<file path="src/rtl/hazard_fwd_scoreboard_pkg.sv">
// Shared types and helpers for the hazard/forwarding scoreboard.
// The entry type is sized for the widest register index supported so that
// it can stay a plain package typedef; narrower indices are zero-extended.
package hazard_pkg;

   localparam int FWD_RF    = 0;
   localparam int HZ_MAX_AW = 8;

   typedef struct packed {
      logic                 valid;
      logic                 wreg;
      logic [HZ_MAX_AW-1:0] dst;
      logic                 is_load;
   } hz_entry_t;

   function automatic int fwd_sel_w(input int numStages);
      return $clog2(numStages + 1);
   endfunction

endpackage

</file>
<file path="src/rtl/hazard_fwd_scoreboard_if.sv">
// ID-stage side bundle of the scoreboard: decoded operand info in,
// forwarding selects and pipeline control out.
interface hazard_fwd_scoreboard_if
   import hazard_pkg::*;
#(
   parameter int REG_AW     = 5,
   parameter int NUM_STAGES = 3,
   parameter int CNT_W      = 16,
   parameter int FW         = fwd_sel_w(NUM_STAGES)
) ();

   logic              id_valid;
   logic [REG_AW-1:0] id_rs;
   logic [REG_AW-1:0] id_rt;
   logic              id_use_rs;
   logic              id_use_rt;
   logic [REG_AW-1:0] id_dst;
   logic              id_wreg;
   logic              id_is_load;
   logic              id_redirect;
   logic              mem_busy;

   logic [FW-1:0]     fwd_a;
   logic [FW-1:0]     fwd_b;
   logic              stall;
   logic              bubble;
   logic              flush_if;
   logic [CNT_W-1:0]  stall_cnt;

   modport master (
      output id_valid, id_rs, id_rt, id_use_rs, id_use_rt, id_dst,
             id_wreg, id_is_load, id_redirect, mem_busy,
      input  fwd_a, fwd_b, stall, bubble, flush_if, stall_cnt
   );

   modport slave (
      input  id_valid, id_rs, id_rt, id_use_rs, id_use_rt, id_dst,
             id_wreg, id_is_load, id_redirect, mem_busy,
      output fwd_a, fwd_b, stall, bubble, flush_if, stall_cnt
   );

endinterface

</file>
<file path="src/rtl/hazard_fwd_scoreboard_resolve.sv">
// Per-operand priority search over the in-flight writers. The youngest
// matching stage decides: forward from it if its data is ready, otherwise
// report a hazard and fall back to the register file.
module hazard_src_resolve
   import hazard_pkg::*;
#(
   parameter int REG_AW     = 5,
   parameter int NUM_STAGES = 3,
   parameter int LOAD_LAT   = 1,
   parameter int FW         = fwd_sel_w(NUM_STAGES)
) (
   input  hz_entry_t [NUM_STAGES:1] i_entries,
   input  logic [REG_AW-1:0]        i_reg,
   input  logic                     i_use,
   output logic [FW-1:0]            o_sel,
   output logic                     o_hazard
);

   logic w_found;

   // Scan from stage 1 upward so the first hit is the youngest writer.
   always_comb begin
      o_sel    = FW'(FWD_RF);
      o_hazard = 1'b0;
      w_found  = 1'b0;
      if (i_use && (i_reg != '0)) begin
         for (int k = 1; k <= NUM_STAGES; k++) begin
            if (!w_found && i_entries[k].valid && i_entries[k].wreg &&
                (i_entries[k].dst == HZ_MAX_AW'(i_reg))) begin
               w_found = 1'b1;
               if (!i_entries[k].is_load || (k >= 1 + LOAD_LAT)) begin
                  o_sel = FW'(k);
               end else begin
                  o_hazard = 1'b1;
               end
            end
         end
      end
   end

endmodule

</file>
<file path="src/rtl/hazard_fwd_scoreboard.sv">
// Hazard and forwarding scoreboard beside the ID stage. Keeps a shift
// register of destination info for every stage after ID, resolves both
// source operands against it and drives stall/bubble/flush control.
module hazard_fwd_scoreboard
   import hazard_pkg::*;
#(
   parameter int REG_AW     = 5,
   parameter int NUM_STAGES = 3,
   parameter int LOAD_LAT   = 1,
   parameter int CNT_W      = 16
) (
   input logic                   clk,
   input logic                   rst,
   hazard_fwd_scoreboard_if.slave bus
);

   localparam int FW = fwd_sel_w(NUM_STAGES);

   hz_entry_t [NUM_STAGES:1] r_entries;
   logic [CNT_W-1:0]         r_stallCnt;

   logic [FW-1:0] w_selA;
   logic [FW-1:0] w_selB;
   logic          w_hazA;
   logic          w_hazB;
   logic          w_loadHz;
   logic          w_stall;
   logic          w_bubble;
   hz_entry_t     w_newEntry;

   hazard_src_resolve #(
      .REG_AW(REG_AW), .NUM_STAGES(NUM_STAGES), .LOAD_LAT(LOAD_LAT), .FW(FW)
   ) u_resolveA (
      .i_entries(r_entries),
      .i_reg    (bus.id_rs),
      .i_use    (bus.id_use_rs),
      .o_sel    (w_selA),
      .o_hazard (w_hazA)
   );

   hazard_src_resolve #(
      .REG_AW(REG_AW), .NUM_STAGES(NUM_STAGES), .LOAD_LAT(LOAD_LAT), .FW(FW)
   ) u_resolveB (
      .i_entries(r_entries),
      .i_reg    (bus.id_rt),
      .i_use    (bus.id_use_rt),
      .o_sel    (w_selB),
      .o_hazard (w_hazB)
   );

   // Combine operand hazards with back-pressure; a frozen pipeline never
   // takes a bubble, and everything is quiet when ID holds no instruction.
   always_comb begin
      w_loadHz   = bus.id_valid & (w_hazA | w_hazB);
      w_stall    = bus.id_valid & (w_loadHz | bus.mem_busy);
      w_bubble   = w_loadHz & ~bus.mem_busy;
      w_newEntry = '0;
      if (!w_bubble) begin
         w_newEntry.valid   = bus.id_valid;
         w_newEntry.wreg    = bus.id_wreg;
         w_newEntry.dst     = HZ_MAX_AW'(bus.id_dst);
         w_newEntry.is_load = bus.id_is_load;
      end
   end

   assign bus.fwd_a     = bus.id_valid ? w_selA : FW'(FWD_RF);
   assign bus.fwd_b     = bus.id_valid ? w_selB : FW'(FWD_RF);
   assign bus.stall     = w_stall;
   assign bus.bubble    = w_bubble;
   assign bus.flush_if  = bus.id_valid & bus.id_redirect & ~w_stall;
   assign bus.stall_cnt = r_stallCnt;

   // Advance the writer history one stage per unfrozen cycle; the oldest
   // entry falls off the end because WB forwarding already covers it.
   always_ff @(posedge clk or posedge rst) begin
      if (rst) begin
         r_entries  <= '0;
         r_stallCnt <= '0;
      end else if (!bus.mem_busy) begin
         r_entries <= {r_entries[NUM_STAGES-1:1], w_newEntry};
         if (w_bubble && (r_stallCnt != '1)) begin
            r_stallCnt <= r_stallCnt + CNT_W'(1);
         end
      end
   end

endmodule

</file>
<file path="src/flat_wrapper.sv">
// flat-port wrapper written by rule: the top's interface ports become plain ports
module hazard_fwd_scoreboard_flat import hazard_pkg::*;
#(
   parameter int REG_AW     = 5,
   parameter int NUM_STAGES = 3,
   parameter int LOAD_LAT   = 1,
   parameter int CNT_W      = 16
)
  (clk, rst, bus_id_valid, bus_id_rs, bus_id_rt, bus_id_use_rs, bus_id_use_rt, bus_id_dst, bus_id_wreg, bus_id_is_load, bus_id_redirect, bus_mem_busy, bus_fwd_a, bus_fwd_b, bus_stall, bus_bubble, bus_flush_if, bus_stall_cnt);
  hazard_fwd_scoreboard_if #(.REG_AW(REG_AW), .NUM_STAGES(NUM_STAGES), .CNT_W(CNT_W)) bus_i ();
  input logic clk;
  input logic rst;
  input wire logic [$bits(bus_i.id_valid)-1:0] bus_id_valid;
  input wire logic [$bits(bus_i.id_rs)-1:0] bus_id_rs;
  input wire logic [$bits(bus_i.id_rt)-1:0] bus_id_rt;
  input wire logic [$bits(bus_i.id_use_rs)-1:0] bus_id_use_rs;
  input wire logic [$bits(bus_i.id_use_rt)-1:0] bus_id_use_rt;
  input wire logic [$bits(bus_i.id_dst)-1:0] bus_id_dst;
  input wire logic [$bits(bus_i.id_wreg)-1:0] bus_id_wreg;
  input wire logic [$bits(bus_i.id_is_load)-1:0] bus_id_is_load;
  input wire logic [$bits(bus_i.id_redirect)-1:0] bus_id_redirect;
  input wire logic [$bits(bus_i.mem_busy)-1:0] bus_mem_busy;
  output wire logic [$bits(bus_i.fwd_a)-1:0] bus_fwd_a;
  output wire logic [$bits(bus_i.fwd_b)-1:0] bus_fwd_b;
  output wire logic [$bits(bus_i.stall)-1:0] bus_stall;
  output wire logic [$bits(bus_i.bubble)-1:0] bus_bubble;
  output wire logic [$bits(bus_i.flush_if)-1:0] bus_flush_if;
  output wire logic [$bits(bus_i.stall_cnt)-1:0] bus_stall_cnt;
  assign bus_i.id_valid = bus_id_valid;
  assign bus_i.id_rs = bus_id_rs;
  assign bus_i.id_rt = bus_id_rt;
  assign bus_i.id_use_rs = bus_id_use_rs;
  assign bus_i.id_use_rt = bus_id_use_rt;
  assign bus_i.id_dst = bus_id_dst;
  assign bus_i.id_wreg = bus_id_wreg;
  assign bus_i.id_is_load = bus_id_is_load;
  assign bus_i.id_redirect = bus_id_redirect;
  assign bus_i.mem_busy = bus_mem_busy;
  assign bus_fwd_a = bus_i.fwd_a;
  assign bus_fwd_b = bus_i.fwd_b;
  assign bus_stall = bus_i.stall;
  assign bus_bubble = bus_i.bubble;
  assign bus_flush_if = bus_i.flush_if;
  assign bus_stall_cnt = bus_i.stall_cnt;
  hazard_fwd_scoreboard #(.REG_AW(REG_AW), .NUM_STAGES(NUM_STAGES), .LOAD_LAT(LOAD_LAT), .CNT_W(CNT_W)) u_core (.clk(clk), .rst(rst), .bus(bus_i));
endmodule
</file>
<file path="config.mk">
export PLATFORM = sky130hd
export DESIGN_NAME = hazard_fwd_scoreboard_flat
export DESIGN_NICKNAME = d
export VERILOG_FILES = /design/src/rtl/hazard_fwd_scoreboard_pkg.sv /design/src/rtl/hazard_fwd_scoreboard_if.sv /design/src/rtl/hazard_fwd_scoreboard_resolve.sv /design/src/rtl/hazard_fwd_scoreboard.sv /design/src/flat_wrapper.sv
export SDC_FILE = /design/constraint.sdc
export NUM_CORES = 1
export LEC_CHECK = 0
export BUFFER_PORTS_ARGS = -buffer_cell sky130_fd_sc_hd__buf_2
export CAP_MARGIN = 20
export CORE_ASPECT_RATIO = 1.25
export CORE_MARGIN = 3
export CORE_UTILIZATION = 54
export CTS_CLUSTER_SIZE = 20
export DETAILED_ROUTE_END_ITERATION = 16
export PLACE_DENSITY = 0.79
export SLEW_MARGIN = 40
export SYNTH_ARGS = -nofsm -noshare
export SYNTH_HDL_FRONTEND = slang
export SYNTH_SLANG_ARGS = --single-unit
</file>
<file path="constraint.sdc">
create_clock -name clk -period 2.2 [get_ports clk]
set_input_delay 0.22 -clock clk [delete_from_list [all_inputs] [get_ports clk]]
set_output_delay 0.22 -clock clk [all_outputs]
set_load 0.02 [all_outputs]
</file>
======== Word level (Yosys, flattened, before mapping) ========
Cells that the tools add are included.
word-level totals
  flip-flop bits (word level) ............. 47
  output and inout bits ................... 23
  input bits .............................. 24
  word-level logic and storage cells ...... 78
operators by class
  bitwise operators ....................... 9
  equality and inequality tests ........... 7
  mux-type cells .......................... 25
  reductions and logical operators ........ 25
  $add $sub $neg .......................... 1
operators by type and width
  operator                                       number
  equality test 8 x 5 -> 1 bit                   6
  logical AND 1 bit                              18
  adder 16 x 1 -> 16 bit, second input constant  1
  two-way mux 1 bit                              16
  two-way mux 2 bit                              8
  != test 16 bit, second input constant          1
  two-way mux 11 bit                             1
  nonzero test 5 bit                             2
  AND 1 bit                                      5
  zero test 1 bit                                4
  inverter 1 bit                                 2
  OR 1 bit                                       2
  AND reduction 2 bit                            1

======== Longest topological paths before layout ========
  depth after elaboration ................. 17
  gate-level depth with buffers ........... 7
  gate-level depth less buffers ........... 7

======== By module ========
Synthesis repeated with hierarchy kept, for this count alone.
unflattened totals
  cell total of the unflattened synthesis .. 208
  area total of the unflattened synthesis .. 2,299.7 um2
modules (own cells, without submodules)
  module                 cells each  seq. area each (um2)  times used  area an instance (um2)
  hazard_fwd_scoreboard  136         1,001.0               1           1,749.2
  hazard_src_resolve     36          0.0                   2           275.3

======== Least setup slack after synthesis ========
Ideal clock, no wire load.
  path kind ............................... flip-flop to output port
  start point ............................. register u_core.r_entries[15] (netlist name)
  end point ............................... output bus_fwd_b[1]
  required time ........................... 1.980 ns
  path slack .............................. -0.103 ns
  data arrival time ....................... 2.083 ns
  stages on the path, launching flop included .. 5
  cell sequence ........................... dfrtp_1 > xor2_1 > nor4_1 > nand4_1 > a2111oi_0
on the way
  longest elaborated chain between the ends .. 11
  elaborated cells between the ends (all ways) .. 12
  those cells by class .................... 1 x eq/ne; 6 x mux; 5 x reduce/logical
ends and longest elaborated chain
  what                             RTL line                             RTL
  start: declaration               hazard_fwd_scoreboard.sv:19          hz_entry_t [NUM_STAGES:1] r_entries;
  start signal: assignment         hazard_fwd_scoreboard.sv:80          r_entries <= {r_entries[NUM_STAGES-1:1], w_newEntry};
  equality test 8 x 5 -> 1 bit *   hazard_fwd_scoreboard_resolve.sv:29  (i_entries[k].dst == HZ_MAX_AW'(i_reg))) begin
  logical AND 1 bit *              hazard_fwd_scoreboard_resolve.sv:28  if (!w_found && i_entries[k].valid && i_entries[k].wreg &&
  two-way mux 1 bit                hazard_fwd_scoreboard_resolve.sv:28
  two-way mux 1 bit                hazard_fwd_scoreboard_resolve.sv:26  if (i_use && (i_reg != '0)) begin
  zero test 1 bit                  hazard_fwd_scoreboard_resolve.sv:28
  logical AND 1 bit (3 in series)  hazard_fwd_scoreboard_resolve.sv:28
  two-way mux 2 bit *              hazard_fwd_scoreboard_resolve.sv:28
  two-way mux 2 bit *              hazard_fwd_scoreboard_resolve.sv:26
  two-way mux 2 bit *              hazard_fwd_scoreboard.sv:67          assign bus.fwd_b = bus.id_valid ? w_selB : FW'(FWD_RF);
  end: declaration                 flat_wrapper.sv:24                   output wire logic [$bits(bus_i.fwd_b)-1:0] bus_fwd_b;
Mark *: on every way between the ends. The rest lies on a longest branch, timed or not. The select of a mux whose other input is x is not followed.

======== Worst setup path after layout ========
  start point ............................. register u_core.r_entries[23] (netlist name)
  end point ............................... output bus_fwd_b[1]
on the way
  longest elaborated chain between the ends .. 5
ends and longest elaborated chain
  what                          RTL line
  equality test 8 x 5 -> 1 bit  hazard_fwd_scoreboard_resolve.sv:29
  logical AND 1 bit             hazard_fwd_scoreboard_resolve.sv:28
  two-way mux 2 bit             hazard_fwd_scoreboard_resolve.sv:28
  two-way mux 2 bit             hazard_fwd_scoreboard_resolve.sv:26
  two-way mux 2 bit             hazard_fwd_scoreboard.sv:67
Every way passes these cells.

==> results.toml <==
[outcome]
outcome = "finished, violations left"
violations = "setup timing"

[timing]
hold_ws_ns = 0.0296
rsz0062_at_grt = "yes"
hold_viol = 0
setup_viol = 2
slew_headroom_pct = 68.0
post-route-period-util_pct = 101
finalSetupTns_ns = -0.0513
tightest_slew_ns = 0.480
clock.fmax_ghz = 0.448
period_minus_slack_ns = 2.23
finClkSkew_ns = 0.00522
drv_slew = 0
setup_ws_ns = -0.0324

[drt]
wl_per_cell_um = 15.9
vias = 1789
drt_iter0_drc = 75
post_drt_via_cell_ratio = 5.49
remaining_drc_errors = 0
drt_wl_total_mm = 5.20
detail-route-antenna-nets = 0
drtPass1Iterations = 4

[yosys]
netlist_area_um2 = 2160
synth_nets = 227
syn_avg_cell_area_um2 = 10.7
ys_ff_latch = 38
ys_seq_area_share_pct = 44.0
syn_inst = 202
yosysWarnings = 0
synthDistinctLibCells = 36
synth_async_sr_flop_share_pct = 100
synth-edff-count = 0
synth-main-ff-cell = "dfrtp_1"

[clocking]
path_clk_slew_ns = 0.07
cts_htree_levels = 2
cts_tree = "built"
root_buffer = "clkbuf_8"
ctsHoldBuffers = 0
clock_sinks = 38
clock_path_buffers = 2
worstSkewPairLatency_ns = 0.29
numCtsBuffers = 5

[floorplan]
start_util_pct = 56.7
dieWidth_um = 62.6
io_pins = 47
die_h_um = 76.8
dieArea_um2 = 4810
core_area_um2 = 3820
rows = 25

[global_routing]
overflow = 0
grt_pass1_vias = 1846
grt_max_degree = 39
grt_usage_pct = 22.6
grt_pass1_wl_mm = 8.50
antenna_found_initial = 0

[cells_and_area]
layout-drive-gt1-share_pct = 41.5
area_delta_synth_final_pct = 27.8
n_antenna_cell = 0
finalInstanceArea_um2 = 2760
nets = 296

[flow_run]
cap_violations = 0

[worst_setup_path]
reg2regPathDepth = 7
path_class = "reg2out"
r2r_start = "u_core.r_entries[2]$_DFFE_PP0N_"
end_kind = "primary output"
worstPathCellList = "xor2_1, nor4_2, nand4_1, a2111oi_2, buf_2"
critPathSlowestCell = "dfrtp_1"
r2r-end = "u_core.bus.stall_cnt[1]$_DFFE_PP0P_"
ff2ff_setup_slack_ns = 0.12
cp.arrival_ns = 2.01
required_ns = 1.98
slowest_delay_ns = 0.42
worstPathMaxFanout = 3
start_kind = "flop"

[power_and_ir_drop]
vdd_drop_max_uv = 539
power_leakage_nw = 1.30
power.density_nw_per_um2 = 596
p_total_mw = 1.65

[place]
gp_routability_congestion = 0.838
hpwl_mm = 3.70
place_ws_ns = 0.106
port_buffers = 46
placed_cell_area_um2 = 2500

[worst_hold_path]
min-delay-path-class = "in2async"
[layer usage]
layer  GRT usage (%)  up-vias  routed length [um]
li1                -      843                   -
met2            39.5       63                2670
met1            25.1      865                2040
met3            5.42       18                 281
met4            12.4        0                 208
met5               0        -                   0
[through the flow]
step | std cells | util [%]
floorplan | 202 | -
finish | 326 | 72.4
detailed placement | 306 | 65.4
CTS | 321 | 70.3
global route | 326 | 72.4
global placement | 306 | 65.4
[synthesized netlist by cell type (all sizes together), types with 2 or more instances]
cell / count / area [um^2]
nor2: 18 / 67.6
mux2i: 7 / 70.1
nor3: 4 / 20.0
or4: 2 / 15.0
dfrtp: 38 / 951
and3: 4 / 25.0
xor2: 25 / 219
nand4: 11 / 75.1
o21ai: 2 / 17.5
inv: 3 / 11.3
nor4: 9 / 68.8
nand2: 15 / 56.3
buf: 3 / 30.0
clkbuf: 3 / 11.3
mux2: 16 / 188
nand3: 10 / 55.1
xnor2: 19 / 166
[report_power, final]
group,internal (mW),switching (mW),total (mW)
combinational,0.157,0.152,0.308
sequential,0.760,0.0768,0.837
clock,0.252,0.249,0.501
[sequential cells by signal, summed over array words and instances (netlist names)]
name	flops
u_core.bus.stall_cnt	16
u_core.r_entries	22
[how the worst max path moves through the flow]
stage                                     startpoint                                    to  slack, ns  cells after the start
floorplan            u_core.r_entries[5]$_DFFE_PP0N_                             bus_stall       0.13                      7
global placement     u_core.r_entries[3]$_DFFE_PP0N_  u_core.bus.stall_cnt[12]$_DFFE_PP0P_       0.14                      7
detailed placement   u_core.r_entries[2]$_DFFE_PP0N_  u_core.bus.stall_cnt[12]$_DFFE_PP0P_       0.11                      7
CTS                  u_core.r_entries[5]$_DFFE_PP0N_                          bus_flush_if      -0.05                      7
global route         u_core.r_entries[4]$_DFFE_PP0N_                          bus_fwd_a[0]      -0.12                      7
finish              u_core.r_entries[23]$_DFFE_PP0N_                          bus_fwd_b[1]      -0.03                      5
[layout make-up]
class	instances	area [um^2]
clock buffer	6	82.6
clock inverter	2	12.5
fill	290	1050
inverter	3	11.3
multi-input combinational	155	1210
sequential	38	953
tap	54	67.6
timing repair buffer	68	422
[worst max-delay path, delay by kind of cell (launching register included)]
kind,cells,cell delay [ns]
AOI/OAI and AO/OA,1,0.38
and+or+nand+nor,2,0.53
buffers and inverters,1,0.22
xor gates and xnor gates,1,0.17
DFF,1,0.42
[placed cells by master, fill, tap and decap left out, drive strengths merged, types with 2 or more instances in the layout]
cell type  synthesis  final
and3               4      4
buf                3     68
clkbuf             3      6
dfrtp             38     38
inv                3      3
mux2              16     16
mux2i              7      7
nand2             15     15
nand3             10     10
nand4             11     11
nor2              18     18
nor3               4      4
nor4               9      9
o21ai              2      2
or4                2      2
xnor2             19     19
xor2              25     25
[cells by family (layout without fill, tap and decap cells)]
family                   count (synthesis)  in the layout  synth area share, %
AND/OR/NAND/NOR                         79             79                 19.8
XOR/XNOR                                44             44                 17.8
flip-flops                              38             38                 44.0
multiplexers                            23             23                 11.9
buffers and inverters                    9             79                 2.43
AO/OA/AOI/OAI                            8              8                 3.53
adder cells (fa/ha/maj)                  1              1                0.578
[timing repair]
action	CTS	global route
resized for setup	11	11
endpoints found under the setup margin	6	6
pin swaps	9	18
buffers inserted	7	5
(Power assumes the default switching activity.)
